**src/rtl/types.sv**
```systemverilog
// Shared flit definitions for the NoC.
//
// flit_t is a 48-bit packed flit: a 16-bit header carrying the flit class,
// source and destination node ids, followed by a 32-bit payload.
package types;

  // Flit class. HEAD opens a packet, BODY continues it, TAIL closes it and
  // SYSTEM is a complete single-flit packet.
  typedef enum logic [1:0] {
    HEAD   = 2'd0,
    BODY   = 2'd1,
    TAIL   = 2'd2,
    SYSTEM = 2'd3
  } flittype_t;

  typedef struct packed {
    flittype_t   flittype;
    logic [3:0]  src;
    logic [3:0]  dst;
    logic [5:0]  rsvd;
  } header_t;

  typedef struct packed {
    header_t     header;
    logic [31:0] payload;
  } flit_t;

endpackage

```
**src/rtl/packet_types.sv**
```systemverilog
// Packet-level types for the router input stage.
//
// arb_state_t : input arbiter FSM state (IDLE, LOCK_CPU, LOCK_NOC).
// src_t       : round-robin pointer encoding, 0 = CPU, 1 = NoC.
// opens_packet: true for flits that may start a grant (HEAD or SYSTEM).
// other_src   : the source the pointer moves to after a winner finishes.
package packet_types;

  typedef enum logic [1:0] {
    IDLE     = 2'd0,
    LOCK_CPU = 2'd1,
    LOCK_NOC = 2'd2
  } arb_state_t;

  typedef enum logic {
    SRC_CPU = 1'b0,
    SRC_NOC = 1'b1
  } src_t;

  function automatic logic opens_packet(input types::flit_t f);
    return (f.header.flittype == types::HEAD) ||
           (f.header.flittype == types::SYSTEM);
  endfunction

  // The pointer always moves away from the source that just finished.
  function automatic src_t other_src(input logic winner_is_cpu);
    return winner_is_cpu ? SRC_NOC : SRC_CPU;
  endfunction

endpackage

```
**src/rtl/flit_fifo.sv**
```systemverilog
// First-word-fall-through flit FIFO with registered storage.
//
// Parameters:
//   DEPTH  entries, power of two, >= 2
// Ports:
//   nocclk  clock
//   rst_n   synchronous active-low reset; empties the FIFO
//   push    write request; ignored while full
//   flit    write data
//   pop     read request; ignored while empty
//   full    no free entry
//   empty   no stored entry
//   front   oldest stored flit, valid whenever !empty
//
// A flit written in cycle n shows up on front in cycle n+1, so a push and a
// pop can never meet on an empty FIFO. A push while full is refused even if a
// pop happens in the same cycle, matching a ready that was already low.
module flit_fifo
  import types::*;
#(
  parameter int DEPTH = 4
) (
  input  logic  nocclk,
  input  logic  rst_n,
  input  logic  push,
  input  flit_t flit,
  input  logic  pop,
  output logic  full,
  output logic  empty,
  output flit_t front
);

  localparam int AW = $clog2(DEPTH);
  localparam logic [AW:0] PTR_ONE = (AW + 1)'(1);

  // Pointers carry one extra wrap bit so full and empty are distinguishable.
  logic [AW:0] wr_ptr;
  logic [AW:0] rd_ptr;
  flit_t       mem [DEPTH];

  logic do_push;
  logic do_pop;

  assign do_push = push && !full;
  assign do_pop  = pop && !empty;

  assign empty = (wr_ptr == rd_ptr);
  assign full  = (wr_ptr[AW] != rd_ptr[AW]) &&
                 (wr_ptr[AW-1:0] == rd_ptr[AW-1:0]);
  assign front = mem[rd_ptr[AW-1:0]];

  // NOTE: sequential state uses non-blocking assignments so every register
  // samples the pre-edge value of every other register.
  always_ff @(posedge nocclk) begin
    if (!rst_n) begin
      wr_ptr <= '0;
      rd_ptr <= '0;
    end else begin
      if (do_push) wr_ptr <= wr_ptr + PTR_ONE;
      if (do_pop)  rd_ptr <= rd_ptr + PTR_ONE;
    end
  end

  // NOTE: storage is deliberately not reset; only the pointers define
  // validity, and leaving the array unreset lets it map onto plain RAM.
  always_ff @(posedge nocclk) begin
    if (do_push) mem[wr_ptr[AW-1:0]] <= flit;
  end

endmodule

```
**src/rtl/router_input_arbiter.sv**
```systemverilog
// Packet-aware input stage in front of the router.
//
// Buffers flits from the local CPU and the NoC receiver in one FIFO each and
// grants one source at a time for a whole packet. A copy of the current
// packet's head flit is kept so the router can decode BODY and TAIL flits.
//
// Parameters:
//   DEPTH   entries per input FIFO (power of two, >= 2)
//   DROP_W  width of the saturating drop counter
// Ports:
//   nocclk                 clock
//   rst_n                  synchronous active-low reset
//   cpu_flit / _valid      CPU-side flit, handshake with cpu_flit_ready
//   cpu_flit_ready         CPU FIFO not full (0 while in reset)
//   noc_flit / _valid      NoC-receiver flit, handshake with noc_flit_ready
//   noc_flit_ready         NoC FIFO not full (0 while in reset)
//   transfered_flit        flit presented to the router
//   transfered_flit_valid  / transfered_flit_ready  handshake to the router
//   transfered_head_flit   head flit of the packet being transferred
//   is_flit_from_cpu       presented flit comes from the CPU FIFO
//   drop_count             orphan BODY/TAIL flits discarded, saturating
module router_input_arbiter
  import types::*;
  import packet_types::*;
#(
  parameter int DEPTH  = 4,
  parameter int DROP_W = 8
) (
  input  logic              nocclk,
  input  logic              rst_n,
  input  flit_t             cpu_flit,
  input  logic              cpu_flit_valid,
  output logic              cpu_flit_ready,
  input  flit_t             noc_flit,
  input  logic              noc_flit_valid,
  output logic              noc_flit_ready,
  output flit_t             transfered_flit,
  output logic              transfered_flit_valid,
  input  logic              transfered_flit_ready,
  output flit_t             transfered_head_flit,
  output logic              is_flit_from_cpu,
  output logic [DROP_W-1:0] drop_count
);

  localparam logic [DROP_W-1:0] DROP_ONE = DROP_W'(1);

  flit_t      cpu_front;
  flit_t      noc_front;
  logic       cpu_full;
  logic       cpu_empty;
  logic       cpu_pop;
  logic       noc_full;
  logic       noc_empty;
  logic       noc_pop;

  arb_state_t state;
  arb_state_t state_next;
  src_t       prio;
  src_t       prio_next;
  flit_t      head_reg;

  // A grant offered in IDLE but not yet accepted is remembered so that a new
  // candidate or the pointer cannot swap the presented source mid-stall.
  logic       pend;
  logic       pend_cpu;
  logic       pend_next;

  logic       cpu_open;
  logic       noc_open;
  logic       cpu_orphan;
  logic       noc_orphan;

  logic       sel_valid;
  logic       sel_cpu;
  flit_t      sel_front;
  logic       valid_out;
  logic       hs;
  logic       head_load;
  logic       discard_cpu;
  logic       discard_noc;

  // Ready is held low while in reset so no flit is accepted into a FIFO
  // that is being flushed.
  assign cpu_flit_ready = rst_n && !cpu_full;
  assign noc_flit_ready = rst_n && !noc_full;

  flit_fifo #(.DEPTH(DEPTH)) u_cpu_fifo (
    .nocclk (nocclk),
    .rst_n  (rst_n),
    .push   (cpu_flit_valid && cpu_flit_ready),
    .flit   (cpu_flit),
    .pop    (cpu_pop),
    .full   (cpu_full),
    .empty  (cpu_empty),
    .front  (cpu_front)
  );

  flit_fifo #(.DEPTH(DEPTH)) u_noc_fifo (
    .nocclk (nocclk),
    .rst_n  (rst_n),
    .push   (noc_flit_valid && noc_flit_ready),
    .flit   (noc_flit),
    .pop    (noc_pop),
    .full   (noc_full),
    .empty  (noc_empty),
    .front  (noc_front)
  );

  // Front-of-FIFO classification. An orphan is a BODY or TAIL seen while no
  // packet from that source is open.
  assign cpu_open   = !cpu_empty &&  opens_packet(cpu_front);
  assign noc_open   = !noc_empty &&  opens_packet(noc_front);
  assign cpu_orphan = !cpu_empty && !opens_packet(cpu_front);
  assign noc_orphan = !noc_empty && !opens_packet(noc_front);

  always_ff @(posedge nocclk) begin
    if (!rst_n) state <= IDLE;
    else        state <= state_next;
  end

  // NOTE: every signal driven here gets a default first, so no path through
  // the block leaves a value unassigned and no latch is inferred.
  always_comb begin
    state_next  = state;
    prio_next   = prio;
    head_load   = 1'b0;
    sel_valid   = 1'b0;
    sel_cpu     = 1'b1;
    discard_cpu = 1'b0;
    discard_noc = 1'b0;

    case (state)
      IDLE: begin
        // One discard per cycle, CPU side first. Discards use the FIFO pop
        // only, never the router handshake.
        discard_cpu = cpu_orphan;
        discard_noc = noc_orphan && !cpu_orphan;

        if (pend) begin
          sel_valid = 1'b1;
          sel_cpu   = pend_cpu;
        end else if (cpu_open && noc_open) begin
          sel_valid = 1'b1;
          sel_cpu   = (prio == SRC_CPU);
        end else if (cpu_open) begin
          sel_valid = 1'b1;
          sel_cpu   = 1'b1;
        end else if (noc_open) begin
          sel_valid = 1'b1;
          sel_cpu   = 1'b0;
        end
      end
      LOCK_CPU: begin
        sel_valid = !cpu_empty;
        sel_cpu   = 1'b1;
      end
      LOCK_NOC: begin
        sel_valid = !noc_empty;
        sel_cpu   = 1'b0;
      end
      default: state_next = IDLE;
    endcase

    sel_front = sel_cpu ? cpu_front : noc_front;
    valid_out = sel_valid && rst_n;
    hs        = valid_out && transfered_flit_ready;

    if (hs) begin
      case (sel_front.header.flittype)
        HEAD: begin
          // In a locked state this is a new packet after a lost tail: the
          // head copy is refreshed and the lock is kept.
          head_load = 1'b1;
          if (state == IDLE) state_next = sel_cpu ? LOCK_CPU : LOCK_NOC;
        end
        SYSTEM: begin
          // Inside a lock a SYSTEM flit passes through without touching
          // the head copy or the pointer.
          if (state == IDLE) prio_next = other_src(sel_cpu);
        end
        TAIL: begin
          if (state != IDLE) begin
            state_next = IDLE;
            prio_next  = other_src(sel_cpu);
          end
        end
        default: ;
      endcase
    end

    pend_next = (state == IDLE) && valid_out && !transfered_flit_ready;
    cpu_pop   = (hs &&  sel_cpu) || discard_cpu;
    noc_pop   = (hs && !sel_cpu) || discard_noc;
  end

  always_ff @(posedge nocclk) begin
    if (!rst_n) begin
      prio       <= SRC_CPU;
      head_reg   <= '0;
      drop_count <= '0;
      pend       <= 1'b0;
      pend_cpu   <= 1'b0;
    end else begin
      prio     <= prio_next;
      pend     <= pend_next;
      pend_cpu <= sel_cpu;
      if (head_load) head_reg <= sel_front;
      if ((discard_cpu || discard_noc) && (drop_count != '1))
        drop_count <= drop_count + DROP_ONE;
    end
  end

  assign transfered_flit       = sel_front;
  assign transfered_flit_valid = valid_out;
  assign transfered_head_flit  = opens_packet(sel_front) ? sel_front : head_reg;
  assign is_flit_from_cpu      = sel_cpu;

endmodule

```
**config.mk**
```make
export PLATFORM = sky130hd
export DESIGN_NAME = router_input_arbiter
export DESIGN_NICKNAME = d
export VERILOG_FILES = /design/src/rtl/types.sv /design/src/rtl/packet_types.sv /design/src/rtl/flit_fifo.sv /design/src/rtl/router_input_arbiter.sv
export SDC_FILE = /design/constraint.sdc
export NUM_CORES = 1
export LEC_CHECK = 0
export ABC_CLOCK_PERIOD_IN_PS = 4850
export CAP_MARGIN = 10
export CELL_PAD_IN_SITES_DETAIL_PLACEMENT = 0
export CELL_PAD_IN_SITES_GLOBAL_PLACEMENT = 2
export CORE_UTILIZATION = 43
export CTS_BUF_LIST = sky130_fd_sc_hd__clkbuf_8 sky130_fd_sc_hd__clkbuf_16
export CTS_CLUSTER_SIZE = 16
export DETAILED_ROUTE_END_ITERATION = 8
export PLACE_DENSITY_LB_ADDON = 0.1
export SETUP_SLACK_MARGIN = 0.02
export SLEW_MARGIN = 10
export SYNTH_ARGS = -nofsm -noshare
export SYNTH_HDL_FRONTEND = slang
export SYNTH_SLANG_ARGS = --single-unit
```
**constraint.sdc**
```tcl
create_clock -name nocclk -period 4.85 [get_ports nocclk]
set_input_delay 0.97 -clock nocclk [delete_from_list [all_inputs] [get_ports nocclk]]
set_output_delay 0.97 -clock nocclk [all_outputs]
set_load 0.01 [all_outputs]
```
After elaboration in Yosys (flattened, before gate mapping)
Memory sizes are Yosys's and may differ from the RTL's. A register that Yosys moved wholly into a read port is not among the register bits.
Index checks and enable logic that the tools add are counted.
Storage, ports and cells
  bits in registers: 73
  bits in writable memories: 384
  logic and storage cells: 117
  memories kept: 2
Cells by class
  add/subtract/negate cells: 5
  eq/ne operators: 15
  mux-type cells: 34
  bitwise logic cells: 1
  reductions and logical operators: 46
Memories
  u_cpu_fifo.mem: depth 4, width 48, read ports 1, clocked after memory_dff 1, write ports 1, line flit_fifo.sv:39  | flit_t mem [DEPTH];
  u_noc_fifo.mem: depth 4, width 48, read ports 1, clocked after memory_dff 1, write ports 1, line flit_fifo.sv:39
Operators with widths (count)
  $mux 48: 2
  $logic_and 1x1->1: 23
  $mux 1: 19
  $mux 2: 9
  $add 3x1->3 const B: 4
  $eq 2x2->1 const B: 5
  $logic_not 1->1: 9
  $add 8x1->8 const B: 1
  $logic_not 2->1: 4
  $ne 8x8->1 const B: 1
  $eq 3x3->1: 2
  $logic_or 1x1->1: 6
  $eq 2x2->1: 2
  $ne 2x2->1 const B: 2
  $pmux 1 s2: 2
  $pmux 2 s2: 1
  $reduce_and 4->1: 1
  $reduce_bool 2->1: 2
  $pmux 1 s3: 1
  $reduce_or 3->1: 1
  $eq 2x1->1 const B: 1
  $ne 1x1->1: 2
  $not 1->1: 1

Depth between registers and ports, before layout
Gate-level depths: netlist (run 1).
  depth in word-level cells: 15
  depth in mapped cells: 13

By module
A second synthesis (run 1) with hierarchy kept.
Second synthesis, totals
  cell total of the unflattened synthesis: 1004
  area total of the unflattened synthesis: 18651.6 µm²
By module, submodules not included
  flit_fifo: instances 2, cells each 318, area an instance 7472.2 µm², seq. area each 5925.7 µm²
  router_input_arbiter: instances 1, cells each 368, area an instance 3707.3 µm², seq. area each 1221.2 µm²

Least setup slack after synthesis (run 1)
Ideal clock, no wire load.
  path kind: flip-flop to output port
  start: register with a tool-made name
  end: output transfered_head_flit[0] in the netlist's numbering
  arrival: 3542 ps
  required time: 3880 ps
  slack: 338 ps
  cell stages (with the launch flop): 12
  path buffers: 3
  cells stage by stage: dfxtp_1 -> mux4_2 -> xor2_1 -> o311ai_4 -> a21oi_4 -> buf_4 -> mux2i_1 -> inv_1 -> ha_1 -> buf_1 -> clkbuf_1 -> mux2_2
RTL lines
  end: declaration: line router_input_arbiter.sv:40  | output flit_t transfered_head_flit,

==> results of run 1 <==
[cells in the final DEF (no fill, tap or decap), types with 7 or more instances in the layout]
cell,netlist,routed
clkinv_2,0,9
xnor2_1,15,15
o211a_1,46,46
clkbuf_2,0,15
dlygate4sd2_1,0,10
clkinv_1,0,13
mux2_2,47,45
inv_1,13,23
dlymetal6s2s_1,0,8
mux2i_1,13,13
nand3_1,7,7
buf_6,0,7
buf_4,5,33
and3_2,0,7
mux4_2,96,96
dfxtp_1,77,73
nand2b_1,54,54
nor2_1,16,16
mux2_4,45,47
clkbuf_16,0,51
clkdlybuf4s50_1,0,159
nand2_1,20,20
a21oi_1,12,10
ha_1,14,13
buf_2,4,12
edfxtp_1,384,384
[final timing paths]
check                                                end                  from
worst max-delay path            transfered_head_flit[41]                  flop
worst min-delay path                u_noc_fifo.rd_ptr[2]  u_noc_fifo.rd_ptr[2]
worst max register to register                  state[0]                  flop
worst min register to register      u_noc_fifo.rd_ptr[2]  u_noc_fifo.rd_ptr[2]
[power by group through the flow]
| stage | clock (mW) | combinational (mW) | sequential (mW) |
|---|---|---|---|
| 6_report | 3.63 | 3.62 | 4.51 |
| 5_1_grt | 3.87 | 3.87 | 4.53 |
| 4_1_cts | 3.73 | 3.63 | 4.52 |
| 3_5_place_dp | 0 | 3.60 | 4.60 |
| 3_3_place_gp | 0 | 3.60 | 4.60 |
| 2_1_floorplan | 0 | 1.97 | 4.58 |
[worst max-delay path: stages, from the launching register on]
cell,delay (ns)
dfxtp_4,0.36
mux4_2,0.58
xor2_4,0.23
buf_6,0.13
o311a_1,0.32
o211ai_1,0.25
a21boi_4,0.27
ha_4,0.20
buf_8,0.13
buf_12,0.14
mux2_2,0.33
clkdlybuf4s15_1,0.23
[kinds of logic after synthesis]
logic type | after synthesis | share of synthesized area (%)
DFF | 461 | 70.1
buffers and inverters | 65 | 1.43
AOI/OAI and AO/OA | 91 | 4.33
xor gates and xnor gates | 18 | 0.885
adders and majority gates | 14 | 0.939
and+or+nand+nor | 123 | 3.62
muxes | 201 | 18.7
[layout make-up]
class                      instances  area share (%)
sequential                       461            56.3
multi-input combinational        447            23.3
timing repair buffer             251            10.2
clock buffer                      52            5.51
tap                              577            3.11
clock inverter                    40            1.31
inverter                          13           0.210
antenna                            1          0.0108
[routing by layer]
layer	global-route usage [%]	vias up	share of wire, %
li1	-	4425	-
met3	4.62	68	5.3
met5	0	-	0.11
met4	4.43	8	1.7
met2	32.6	200	49
met1	27.0	4956	44
[through the flow]
step	cell area [µm²]	hold WS, ns	util [%]
2_1_floorplan	18700	0.456	-
3_3_place_gp	21500	0.469	50.7
3_5_place_dp	21500	0.476	50.7
4_1_cts	23200	0.484	54.7
5_1_grt	23200	0.499	54.7
6_report	23200	0.480	54.7
[repair_timing]
action                                  CTS  global route
resized for setup                        90            51
pin swaps                                 5             3
cloned                                    1             2
setup buffers                            12             4
endpoints found under the setup margin   49            44
==> impl_results.md, run 1 <==
- Vias per std cell: approximately 5.2
- Synth Flop Type: edfxtp_1
- Slew Limit Fails: 0
- Startpoint types: flop
- CTS tree: built
- RSZ-0062 raised after global routing: yes
- Switching share of power: ~28%
- R2R depth: 13
- Overall power: ~12 mW
- Most numerous cell in the Yosys netlist: edfxtp_1
- Number of CTS-inserted buffers: 49
- P&R area growth vs syn: 24.4%
- Fill cells: about 3,500
- Hold Path Depth: 2
- Final setup margin: 0.117 ns
- Fraction of layout cells with a size suffix above 1: 27.9%
- Total core area: ~42,000 µm²
- Final wirelength: between 40,000 and 50,000 µm
- Residual DRC: 0
- Starting Density: 44.0%
- Final Hold Vio Count: 0
- # hold bufs at CTS: 0
- Max Buffers Root-to-Sink: 3
- TritonRoute pass-1 iters: 5
- Sequential share of power: between 30% and 40%
- GPL Wtd Cong: approximately 0.76
- Comb pwr share: a little under a third
- Synth area leader: edfxtp_1
- FF/Latch Area: approximately 13,000 µm²
- Yosys cell types: around 50
- Ys async rst share: 0%
- Largest net degree at the start of global routing: 94
- Synth Warn #: 0
- Final Cycle Share: 97.6%
- Clock sink count: around 460
- Die Height: roughly 210 µm
- Max VDD drop: ~0.27 mV
- Skew final: between 0.015 and 0.02 ns
- WP data required: about 3.9 ns
- Wire per inst: between 20 and 25 µm
- Post-synth EDFFs: roughly 380
- GR Overflow Total: 0
- Post-synth top area share: 61.8%
- NetSw: 3.26 mW
- Worst Setup End Kind: output pin
- IO Port Bufs: roughly 210
- P_int: between 8 and 9 mW
- GRT Util Overall: between 10% and 20%
- Nets@finish: between 1,000 and 1,500
- Worst Path Arrival: 3.76 ns
- Relative max-transition margin: approximately 28%
- Chip Width: 210 µm
- Final HPWL DP: 26,000 µm
- Max Clk Rate: about 210 MHz
- Global-route wire length before repair: around 64,000 µm
- Rows: 75
- Dpl cells: ~1,700
- Max-cap viol count: 0
- Top cells by area, synth: edfxtp_1, mux4_2, dfxtp_1, mux2_4, mux2_2
- Setup violators final: 0
- Least-Margin Pin Slew: between 1 and 1.5 ns
- Place WS: between 0.15 and 0.2 ns
- Max H-tree Level: 2
- Worst-Skew Late Latency: a little under 0.6 ns
- Setup_tns: 0 ns
- Sequential fraction of the synthesis area: 70.1%
- Vias in the first global route: between 10,000 and 15,000
- Clock power share: a little under a third
- Worst R2R Setup Slack: ~0.80 ns
- Detail Route Antenna Nets: 0
- First DRT Iteration DRCs: 603
- Largest fanout on the critical path: 10
- Finished Layout Cells: approximately 1,800
- Cell area after synthesis: around 19,000 µm²
- Syn nets: between 1,000 and 1,500
- Power Density: between 500 and 600 nW/µm²
- Final Critical Period: between 4 and 5 ns
- Post-synth top cells: edfxtp_1, mux4_2, dfxtp_1
- Multi-input logic area: about 5400 µm²
- Outcome: finished clean
- Leakage: between 8 and 9 nW
- Clock-pin transition on the worst setup and hold timing paths: approximately 0.060 ns
- I/O Pins: 209
- Syn Area/Cell: 19.2 µm²
- Initial antenna violation count: 5
- Seq cells post-synth: 461
- CTS root buf: clkbuf_16
- Crit Path Class: reg -> out
- Total number of vias: roughly 9,700
- Cells after synthesis: between 900 and 1,000
- Die ar.: about 44,000 µm²
- Worst hold path class: reg -> reg
Power figures use the tool's default switching activity.
==> run 2: changes to the inputs <==
- CORE_UTILIZATION: 43 -> 25
- PLACE_DENSITY: unset -> 0.58
- PLACE_DENSITY_LB_ADDON: 0.1 -> unset
==> run 2 against run 1 <==
Net effect:
- register-to-register slack improved by 0.20 ns
- sequential cell count did not move
- combinational power rose by 5.5%
- maximum frequency rose by 0.52%
- clock-buffer cell count rose by 8
- routed wire length rose by 15%
- non-clock buffer count fell by 9
- clock skew rose by 0.0035 ns
- core utilization fell by 22 points
- critical path type unchanged
- largest power group unchanged
==> impl_results.md, run 2 (same netlist as run 1, synthesis figures left out) <==
- Outcome: finished clean (unchanged)
- GRT Util Overall: 13.0% (was 19.8%)
- CTS root buf: clkbuf_16 (unchanged)
- Fill cells: 7,059 (was 3,461)
- Leakage: 8.51 nW (was 8.48 nW)
- Fraction of layout cells with a size suffix above 1: 27.1% (was 27.9%)
- CP most frequent cell: buf_12
- Clock sink count: 461 (unchanged)
- Comb pwr share: 30.9% (was 30.7%)
- IO Port Bufs: 208 (unchanged)
- Max Clk Rate: 212 MHz (was 211 MHz)
- Worst Path Arrival: 3.74 ns (was 3.76 ns)
- DR WL met3: 2790 µm (was 2270 µm)
- WL met1: 21,500 µm (was 18,900 µm)
- Chip Width: 275 µm (was 210 µm)
- Power Density: 516 nW/µm² (was 507 nW/µm²)
- Setup_tns: 0 ns (unchanged)
- Multi-input logic area: 5450 µm² (was 5410 µm²)
- Die ar.: 75,700 µm² (was 44,200 µm²)
- WP data required: 3.88 ns (about the same)
- P_int: 8.94 mW (was 8.51 mW)
- Total core area: 73,500 µm² (was 42,400 µm²)
- Final Hold Vio Count: 0 (unchanged)
- Routed wl met2: 23,900 µm (was 20,800 µm)
- Worst Path Buf+Inv: 5 (was 4)
- Highest metal used: met5 (unchanged)
- Finished Core Util: 32.7% (was 54.7%)
- Relative max-transition margin: 27.6% (was 28.1%)
- Worst Setup End Kind: output pin (unchanged)
- Clock-pin transition on the worst setup and hold timing paths: 0.06 ns (about the same)
- GR Overflow Total: 0 (unchanged)
- Final HPWL DP: 28,900 µm (was 26,000 µm)
- Detail Route Antenna Nets: 0 (unchanged)
- Worst-Skew Late Latency: 0.60 ns (was 0.59 ns)
- Total number of vias: 9,804 (was 9,657)
- Overall power: 12.4 mW (was 11.8 mW)
- Die Height: 275 µm (was 210 µm)
- First DRT Iteration DRCs: 489 (was 603)
- Most common library cell in the layout ignoring fill and taps: edfxtp_1 (unchanged)
- RSZ-0062 raised after global routing: yes (unchanged)
- TritonRoute pass-1 iters: 7 (was 5)
- FF/Latch Area: 13,100 µm² (about the same)
- Max-cap viol count: 0 (unchanged)
- Final Critical Period: 4.71 ns (was 4.73 ns)
- # hold bufs at CTS: 0 (unchanged)
- Vias per std cell: 4.41 (was 5.24)
- Max VDD drop: 0.296 mV (was 0.272 mV)
- Sequential share of power: 36.5% (was 38.4%)
- Final Cycle Share: 97.1% (was 97.6%)
- Wire per inst: 22.1 µm (was 23.2 µm)
- Startpoint types: flop (unchanged)
- Number of CTS-inserted buffers: 54 (was 49)
- Slew Limit Fails: 0 (unchanged)
- Starting Density: 25.4% (was 44.0%)
- Rows: 99 (was 75)
- GPL Wtd Cong: 0.726 (was 0.762)
- NetSw: 3.43 mW (was 3.26 mW)
- Initial antenna violation count: 11 (was 5)
- P&R area growth vs syn: 28.6% (was 24.4%)
- CTS tree: built (unchanged)
- Most frequent cells in the layout: edfxtp_1, clkdlybuf4s50_1, mux4_2 (unchanged)
- Max H-tree Level: 2 (unchanged)
- Crit Path Class: reg -> out (unchanged)
- Least-Margin Pin Slew: 1.09 ns (was 1.08 ns)
- Final wirelength: 49,200 µm (was 42,700 µm)
- Setup violators final: 0 (unchanged)
- Vias in the first global route: 10,300 (was 10,200)
- Residual DRC: 0 (unchanged)
- Max Buffers Root-to-Sink: 3 (unchanged)
- Critical Path, Cell by Cell: mux4_2 > xor2_4 > o311ai_4 > a21oi_4 > mux2i_2 > inv_2 > ha_4 > buf_12 > buf_12 > clkbuf_16 > mux2_2 > buf_6 (was mux4_2 > xor2_4 > buf_6 > o311a_1 > o211ai_1 > a21boi_4 > ha_4 > buf_8 > buf_12 > mux2_2 > clkdlybuf4s15_1)
- Global-route wire length before repair: 71,000 µm (was 64,200 µm)
- Switching share of power: 27.7% (about the same)
- Clock power share: 32.6% (was 30.9%)
- CP max-delay cell: mux4_2 (unchanged)
- Skew final: 0.0234 ns (was 0.0199 ns)
- Largest net degree at the start of global routing: 94 (unchanged)
- CP peak stage delay: 0.57 ns (was 0.58 ns)
- Largest fanout on the critical path: 6 (was 10)
- Worst hold path class: reg -> reg (unchanged)
- Nets@finish: 1,334 (was 1,338)
- Cell family with most CP delay: multiplexers (unchanged)
- I/O Pins: 209 (unchanged)
run 2: worst paths after layout:
kind / start / slack [ns] / end / depth (start not counted)
max reg2reg: flop / 1.00 / state[0] / 12
min reg2reg: drop_count[7] / 0.49 / drop_count[7] / 2
max: flop / 0.14 / transfered_head_flit[38] / 12
min: drop_count[7] / 0.49 / drop_count[7] / 2
run 2: area by class of cell:
cell class,count,share of cell area [%]
antenna,1,0.0104
timing repair buffer,242,10.1
clock inverter,39,1.38
multi-input combinational,447,22.7
tap,959,5.00
sequential,461,54.5
inverter,13,0.203
clock buffer,60,6.02
run 2: worst min-delay path, stage by stage (launching register included):
cell and delay, ns:
dfxtp_1 0.33, nand2_1 0.06, mux2i_1 0.05
run 2: power by group through the flow:
stage / logic [mW] / clock network, mW / registers [mW]
after global routing: 4.12 / 4.31 / 4.53
after detailed placement: 3.72 / 0 / 4.60
after global placement: 3.70 / 0 / 4.60
after floorplan: 1.97 / 0 / 4.58
final: 3.82 / 4.03 / 4.52
after CTS: 3.68 / 4.17 / 4.52
run 2: routing by layer:
metal  vias to the layer above  GRT usage [%]
met5                         -              0
met4                        18           3.13
met3                        77           3.59
met2                       220           21.8
met1                      5066           16.6
li1                       4423              -
run 2: repair_timing:
action                                 in CTS  in global routing
setup buffers                              11                  4
setup endpoints to repair                  79                 47
endpoints found under the hold margin       0                  0
cloned                                      0                  1
pin swaps                                   6                  6
gates resized for setup                    87                 55
run 2: metrics by stage:
stage | setup WS [ns] | instances | area, µm² | hold WS [ns]
floorplan | 0.338 | 973 | 18700 | 0.456
global placement | 0.160 | 2107 | 22000 | 0.468
detailed placement | 0.143 | 2107 | 22000 | 0.485
CTS | -0.00519 | 2217 | 23800 | 0.492
global route | -0.0118 | 2221 | 24000 | 0.515
finish | 0.141 | 2222 | 24000 | 0.490
==> run 3: changes to the inputs <==
- CTS_CLUSTER_SIZE: 16 -> 40
==> run 3 against run 2 <==
Net effect:
- routed wire length about the same
- clock skew about the same
- critical path type unchanged
- first-iteration DRC count grew 3.1%
- combinational power barely moved
- non-clock buffer count did not move
==> impl_results.md, run 3 (same netlist as run 1, synthesis figures left out) <==
- Outcome: finished clean (unchanged)
- Worst hold path class: reg -> reg (unchanged)
- Fill cells: 7,061 (was 7,059)
- RSZ-0062 raised after global routing: yes (unchanged)
- Final setup margin: 0.135 ns (was 0.141 ns)
- CTS tree: built (unchanged)
- GPL Wtd Cong: 0.726 (unchanged)
- Worst R2R Setup Slack: 1.00 ns (about the same)
- Max H-tree Level: 2 (unchanged)
- CP peak stage delay: 0.57 ns (about the same)
- Power Density: 516 nW/µm² (about the same)
- Max-cap viol count: 0 (unchanged)
- Detail Route Antenna Nets: 0 (unchanged)
- First DRT Iteration DRCs: 504 (was 489)
- Max Clk Rate: 212 MHz (about the same)
- Vias in the first global route: 10,300 (about the same)
- IO Port Bufs: 208 (unchanged)
- Clock sink count: 461 (unchanged)
- CP most frequent cell: buf_12 (unchanged)
- Slew Limit Fails: 0 (unchanged)
- Final Hold Vio Count: 0 (unchanged)
- Final wirelength: 49,200 µm (about the same)
- Worst Setup End Kind: output pin (unchanged)
- CTS root buf: clkbuf_16 (unchanged)
- GRT Util Overall: 13.0% (about the same)
- Largest net degree at the start of global routing: 94 (unchanged)
- Die ar.: 75,700 µm² (unchanged)
- Finished Core Util: 32.7% (about the same)
- Fraction of layout cells with a size suffix above 1: 27.2% (was 27.1%)
- Final Critical Period: 4.71 ns (about the same)
- Critical Path, Cell by Cell: mux4_2 > xor2_4 > o311ai_4 > a21oi_4 > mux2i_2 > inv_2 > ha_4 > buf_12 > buf_12 > clkbuf_16 > mux2_2 > clkbuf_2 (was mux4_2 > xor2_4 > o311ai_4 > a21oi_4 > mux2i_2 > inv_2 > ha_4 > buf_12 > buf_12 > clkbuf_16 > mux2_2 > buf_6)
- Relative max-transition margin: 27.3% (was 27.6%)
- Number of CTS-inserted buffers: 54 (unchanged)
- Most common library cell in the layout ignoring fill and taps: edfxtp_1 (unchanged)
- Worst-Skew Late Latency: 0.60 ns (about the same)
- Finished Layout Cells: 2,222 (unchanged)
- GR Overflow Total: 0 (unchanged)
- Stages on worst setup path: 12 (unchanged)
- I/O Pins: 209 (unchanged)
- Startpoint types: flop (unchanged)
- Global-route wire length before repair: 71,000 µm (about the same)
- Starting Density: 25.4% (unchanged)
- Vias per std cell: 4.41 (about the same)
- Total core area: 73,500 µm² (unchanged)
- R2R depth: 12 (unchanged)
- TritonRoute pass-1 iters: 7 (unchanged)
- Cell family with most CP delay: multiplexers (unchanged)
- Least-Margin Pin Slew: 1.09 ns (about the same)
- WP data required: 3.88 ns (about the same)
- Nets@finish: 1,334 (unchanged)
- Chip Width: 275 µm (unchanged)
- P&R area growth vs syn: 28.6% (about the same)
- Rows: 99 (unchanged)
- Fin Hold WS: 0.490 ns (about the same)
- Place WS: 0.143 ns (unchanged)
- Clock-pin transition on the worst setup and hold timing paths: 0.06 ns (about the same)
- Final HPWL DP: 28,900 µm (unchanged)
- Final Cycle Share: 97.2% (was 97.1%)
- Max Buffers Root-to-Sink: 3 (unchanged)
- Leakage: 8.51 nW (about the same)
- Die Height: 275 µm (unchanged)
- Most frequent cells in the layout: edfxtp_1, clkdlybuf4s50_1, mux4_2 (unchanged)
- Skew final: 0.0234 ns (about the same)
- Total number of vias: 9,807 (was 9,804)
- Critical Path Sink: transfered_head_flit[35] (was transfered_head_flit[38])
- Crit Path Class: reg -> out (unchanged)
- Reg-to-reg critical path endpoint: state[0] (unchanged)
- Overall power: 12.4 mW (about the same)
- Dpl cells: 2,107 (unchanged)
- Worst Path Arrival: 3.74 ns (about the same)
- CP max-delay cell: mux4_2 (unchanged)
- Largest fanout on the critical path: 6 (unchanged)
- Setup violators final: 0 (unchanged)
- Max VDD drop: 0.296 mV (about the same)
- Wire per inst: 22.1 µm (about the same)
- Worst Path Buf+Inv: 5 (unchanged)
- Initial antenna violation count: 11 (unchanged)
- Residual DRC: 0 (unchanged)
-- run 3: what timing repair did --
item	in CTS	in global routing
gates resized for setup	87	55
setup buffers	11	4
hold buffers	0	0
cloned	0	1
pin swaps	6	6
setup endpoints to repair	79	47
-- run 3: layout make-up --
| type | count | area (µm²) | share of cell area, % |
|---|---|---|---|
| antenna | 1 | 2.50 | 0.0104 |
| clock buffer | 60 | 1450 | 6.02 |
| clock inverter | 39 | 332 | 1.38 |
| inverter | 13 | 48.8 | 0.203 |
| multi-input combinational | 447 | 5450 | 22.7 |
| sequential | 461 | 13100 | 54.5 |
| tap | 959 | 1200 | 5.00 |
| timing repair buffer | 242 | 2430 | 10.1 |
-- run 3: worst min path at each step --
stage                               startpoint  cells past startpoint                    to  slack, ns
final                            drop_count[7]                      2         drop_count[7]       0.49
after global routing      u_noc_fifo.rd_ptr[2]                      2  u_noc_fifo.rd_ptr[2]       0.51
after CTS                 u_cpu_fifo.rd_ptr[2]                      2  u_cpu_fifo.rd_ptr[2]       0.49
after detailed placement  u_cpu_fifo.rd_ptr[2]                      2  u_cpu_fifo.rd_ptr[2]       0.49
after global placement    u_noc_fifo.rd_ptr[2]                      2  u_noc_fifo.rd_ptr[2]       0.47
after floorplan           u_cpu_fifo.rd_ptr[2]                      2  u_cpu_fifo.rd_ptr[2]       0.46
-- run 3: per-layer routing --
metal	GRT usage, %	up-vias	part of all wire [%]
met5	0	-	0.24
met4	3.10	18	1.7
met3	3.58	75	5.6
met1	16.6	5075	44
li1	-	4417	-
met2	21.8	222	49
-- run 3: tightest hold or removal path, delay by kind of cell (launching register included) --
kind	cells	cell delay [ns]
and+or+nand+nor	1	0.06
DFF	1	0.33
muxes	1	0.05
-- run 3: metrics by stage --
step,setup TNS (ns),cell area (µm²)
floorplan,0,18700
global placement,0,22000
detailed placement,0,22000
CTS,-0.00519,23800
global route,-0.0321,24000
finish,0,24000
-- run 3: power by group --
group          switching, mW  internal (mW)  leakage (nW)  total [mW]
combinational           1.73           2.10          3.48        3.82
sequential            0.0634           4.45          4.11        4.52
clock                   1.64           2.40         0.914        4.04
total                   3.43           8.95          8.51        12.4
==> edit: new RTL, flow settings as in run 1 <==
`DEPTH` is set to 4 in 2 places; all go to 16.
--- a/src/rtl/flit_fifo.sv
+++ b/src/rtl/flit_fifo.sv
@@ -20,3 +20,3 @@
 #(
-  parameter int DEPTH = 4
+  parameter int DEPTH = 16
 ) (
--- a/src/rtl/router_input_arbiter.sv
+++ b/src/rtl/router_input_arbiter.sv
@@ -25,3 +25,3 @@
 #(
-  parameter int DEPTH  = 4,
+  parameter int DEPTH  = 16,
   parameter int DROP_W = 8
Check against the original RTL: not settled (the Yosys comparison gave no result); the edit may change what the design does.
==> edit against run 1 <==
  * The flow now finishes with violations (setup timing)
  * Sequential cell count grew 1164
  * Setup slack got worse by 0.57 ns
  * Synthesized area rose to 3.4 times the old value
  * Critical endpoint is now transfered_head_flit[35]
  * Routed wire length increased to 3.8 times the old value
  * Cell area grew to 3.2 times the old value
  * Register-to-register slack better by 0.05 ns
  * Total power rose to 3.4 times the old value
  * Largest power group unchanged
  * Sequential share of layout area grew 7.2 points
==> edit: results (changes against run 1) <==
Timing
  • Fin. Hold Viols: 0 (unchanged)
  • Worst setup margin: -0.456 ns (-0.573 ns)
  • Final setup fails: 89 (+89)
  • Clock skew: 0.0242 ns (+0.00431 ns)
  • Final max-slew violation count: 0 (unchanged)
  • Slew HR: 40.7% (+13 points)

Global route
  • First-pass GRT wire length: 228,000 microns (+250%)
  • Initial antenna violation count: 23 (+18)
  • Number of global-route vias before repair: 31,300 (+210%)
  • Largest net degree at the start of global routing: 84 (-11%)
  • Total track usage: 22.0% (+2.2 points)

Detailed routing
  • Drt total wl: 161,000 microns (+280%)
  • 1st-pass router iterations: 5 (unchanged)
  • Initial DRC Count: 2,911 (+380%)
  • WL/cell: 30.7 microns (+32%)
  • Vias/cell: 5.73 (+9.4%)

Synth
  • Sequential cell area fraction in the yosys report: 76.2% (+6.2 points)
  • Area contributors post-synth: edfxtp_1 73%, mux4_2 17%, dfxtp_1 2.8%, mux2_4 1.8%, nor2_1 0.84%
  • Synthesized netlist cell count: 2,739 (+180%)
  • Yosys Warn Count: 0 (unchanged)
  • Async SR Flop Fraction: 0% (unchanged)
  • Post-synth cell types: 50 (+2.0%)
  • Ys flop type: edfxtp_1
  • Commonest cells post-synth: 1,536 x edfxtp_1, 476 x mux4_2, 140 x nor2_1, 102 x clkbuf_1, 89 x dfxtp_1
  • Post-synth EDFFs: 1,536 (+300%)
  • Syn_nets: 2,854 (+160%)

Layout
  • Layout net count: 3,303 (+150%)
  • # fillers: 11,200 (+220%)
  • Share of layout cells above drive strength 1: 35.5% (+7.6 points)

Status
  • Failing checks: setup timing
  • Outcome: complete, but fails checks

Place
  • Port-buffer cells: 208 (unchanged)
  • HPWL after DPL: 91,800 microns (+250%)
  • Pre-CTS WS: -0.107 ns (-0.266 ns)
  • Routability Congestion: 0.779 (+2.3%)
  • Post-DP Area: 69,000 sq um (+220%)
  • Placed cells: 4,871 (+180%)

Clock tree
  • Reg clk slew, reported paths: 0.07 ns
  • TritonCTS Buffers: 170 (+250%)
  • H-tree depth: 4 (+2)
  • CTS Buffer Depth: 3 (unchanged)
  • Worst skew pair latency: 0.78 ns (+0.19 ns)
  • Clock Root Buffer: clkbuf_16

Critical path
  • CP arrival: 4.34 ns (+0.58 ns)
  • Max FO, Critical Path: 4 (-6)
  • Max incr delay on CP: 0.52 ns (-0.06 ns)
  • Crit-path slowest cell: mux4_2

Hold path
  • Hold crit path type: reg -> reg

Pwr
  • Peak VDD IR: 0.000610 V (+120%)
  • Pleak: 23.8 nW (+180%)
edit: metal layers:
layer  vias to the layer above  share of wire (%)  track usage (%)
met5                         -              0.075                0
met4                        20                2.6             6.30
met3                       227                7.2             5.14
met2                      1035                 47             33.8
met1                     16200                 43             31.6
li1                      12500                  -                -
edit: cells by family (layout without fill, tap and decap cells):
logic type / Yosys count / count (layout) / share of synthesized area [%]
flops: 1625 / 1625 / 76.2
other cells: 0 / 9 / 0
buf+inv: 162 / 740 / 1.08
xor+xnor: 28 / 28 / 0.390
mux: 590 / 590 / 19.5
fa+ha+maj: 14 / 14 / 0.279
compound gates: 49 / 49 / 0.567
simple gates: 271 / 271 / 1.93
edit: worst max-delay path: cells and delay by family (launching register included):
family	cells	cell delay, ns
muxes	3	1.02
buffers and inverters	6	0.82
and+or+nand+nor	1	0.08
xor gates and xnor gates	1	0.25
DFF	1	0.39
adders and majority gates	1	0.31
AOI/OAI and AO/OA	3	0.67
edit: final timing paths:
check,startpoint,end,slack [ns],cells after the start
worst max register to register,flip-flop,head_reg[12],0.85,15
worst max-delay path,flip-flop,transfered_head_flit[35],-0.46,15
worst min-delay path,u_noc_fifo.rd_ptr[4],u_noc_fifo.rd_ptr[4],0.49,2
worst min register to register,u_noc_fifo.rd_ptr[4],u_noc_fifo.rd_ptr[4],0.49,2
edit: what timing repair did:
item | CTS | global route
buffers inserted | 33 | 10
resized for setup | 545 | 67
pin swaps | 8 | 7
gates cloned | 9 | 0
setup endpoints to repair | 96 | 98
edit: where the power goes:
part	total, mW	internal (mW)	switching (mW)
sequential	15.7	15.5	0.168
combinational	12.6	7.17	5.46
clock	12.2	6.95	5.23
edit: final cells by class:
type	instances	area (sq um)	share of cell area, %
clock buffer	176	4400	5.84
inverter	14	61.3	0.0813
multi-input combinational	952	14800	19.6
clock inverter	125	807	1.07
sequential	1625	47900	63.5
tap	1903	2380	3.16
antenna	9	22.5	0.0299
timing repair buffer	425	5060	6.71
edit: through the flow:
step	total power, mW	TNS, ns
after floorplan	22.0	-0.235
after global placement	26.4	-2.70
after detailed placement	26.4	-1.78
after CTS	40.6	-36.65
after global routing	42.0	-37.40
final	40.5	-23.76
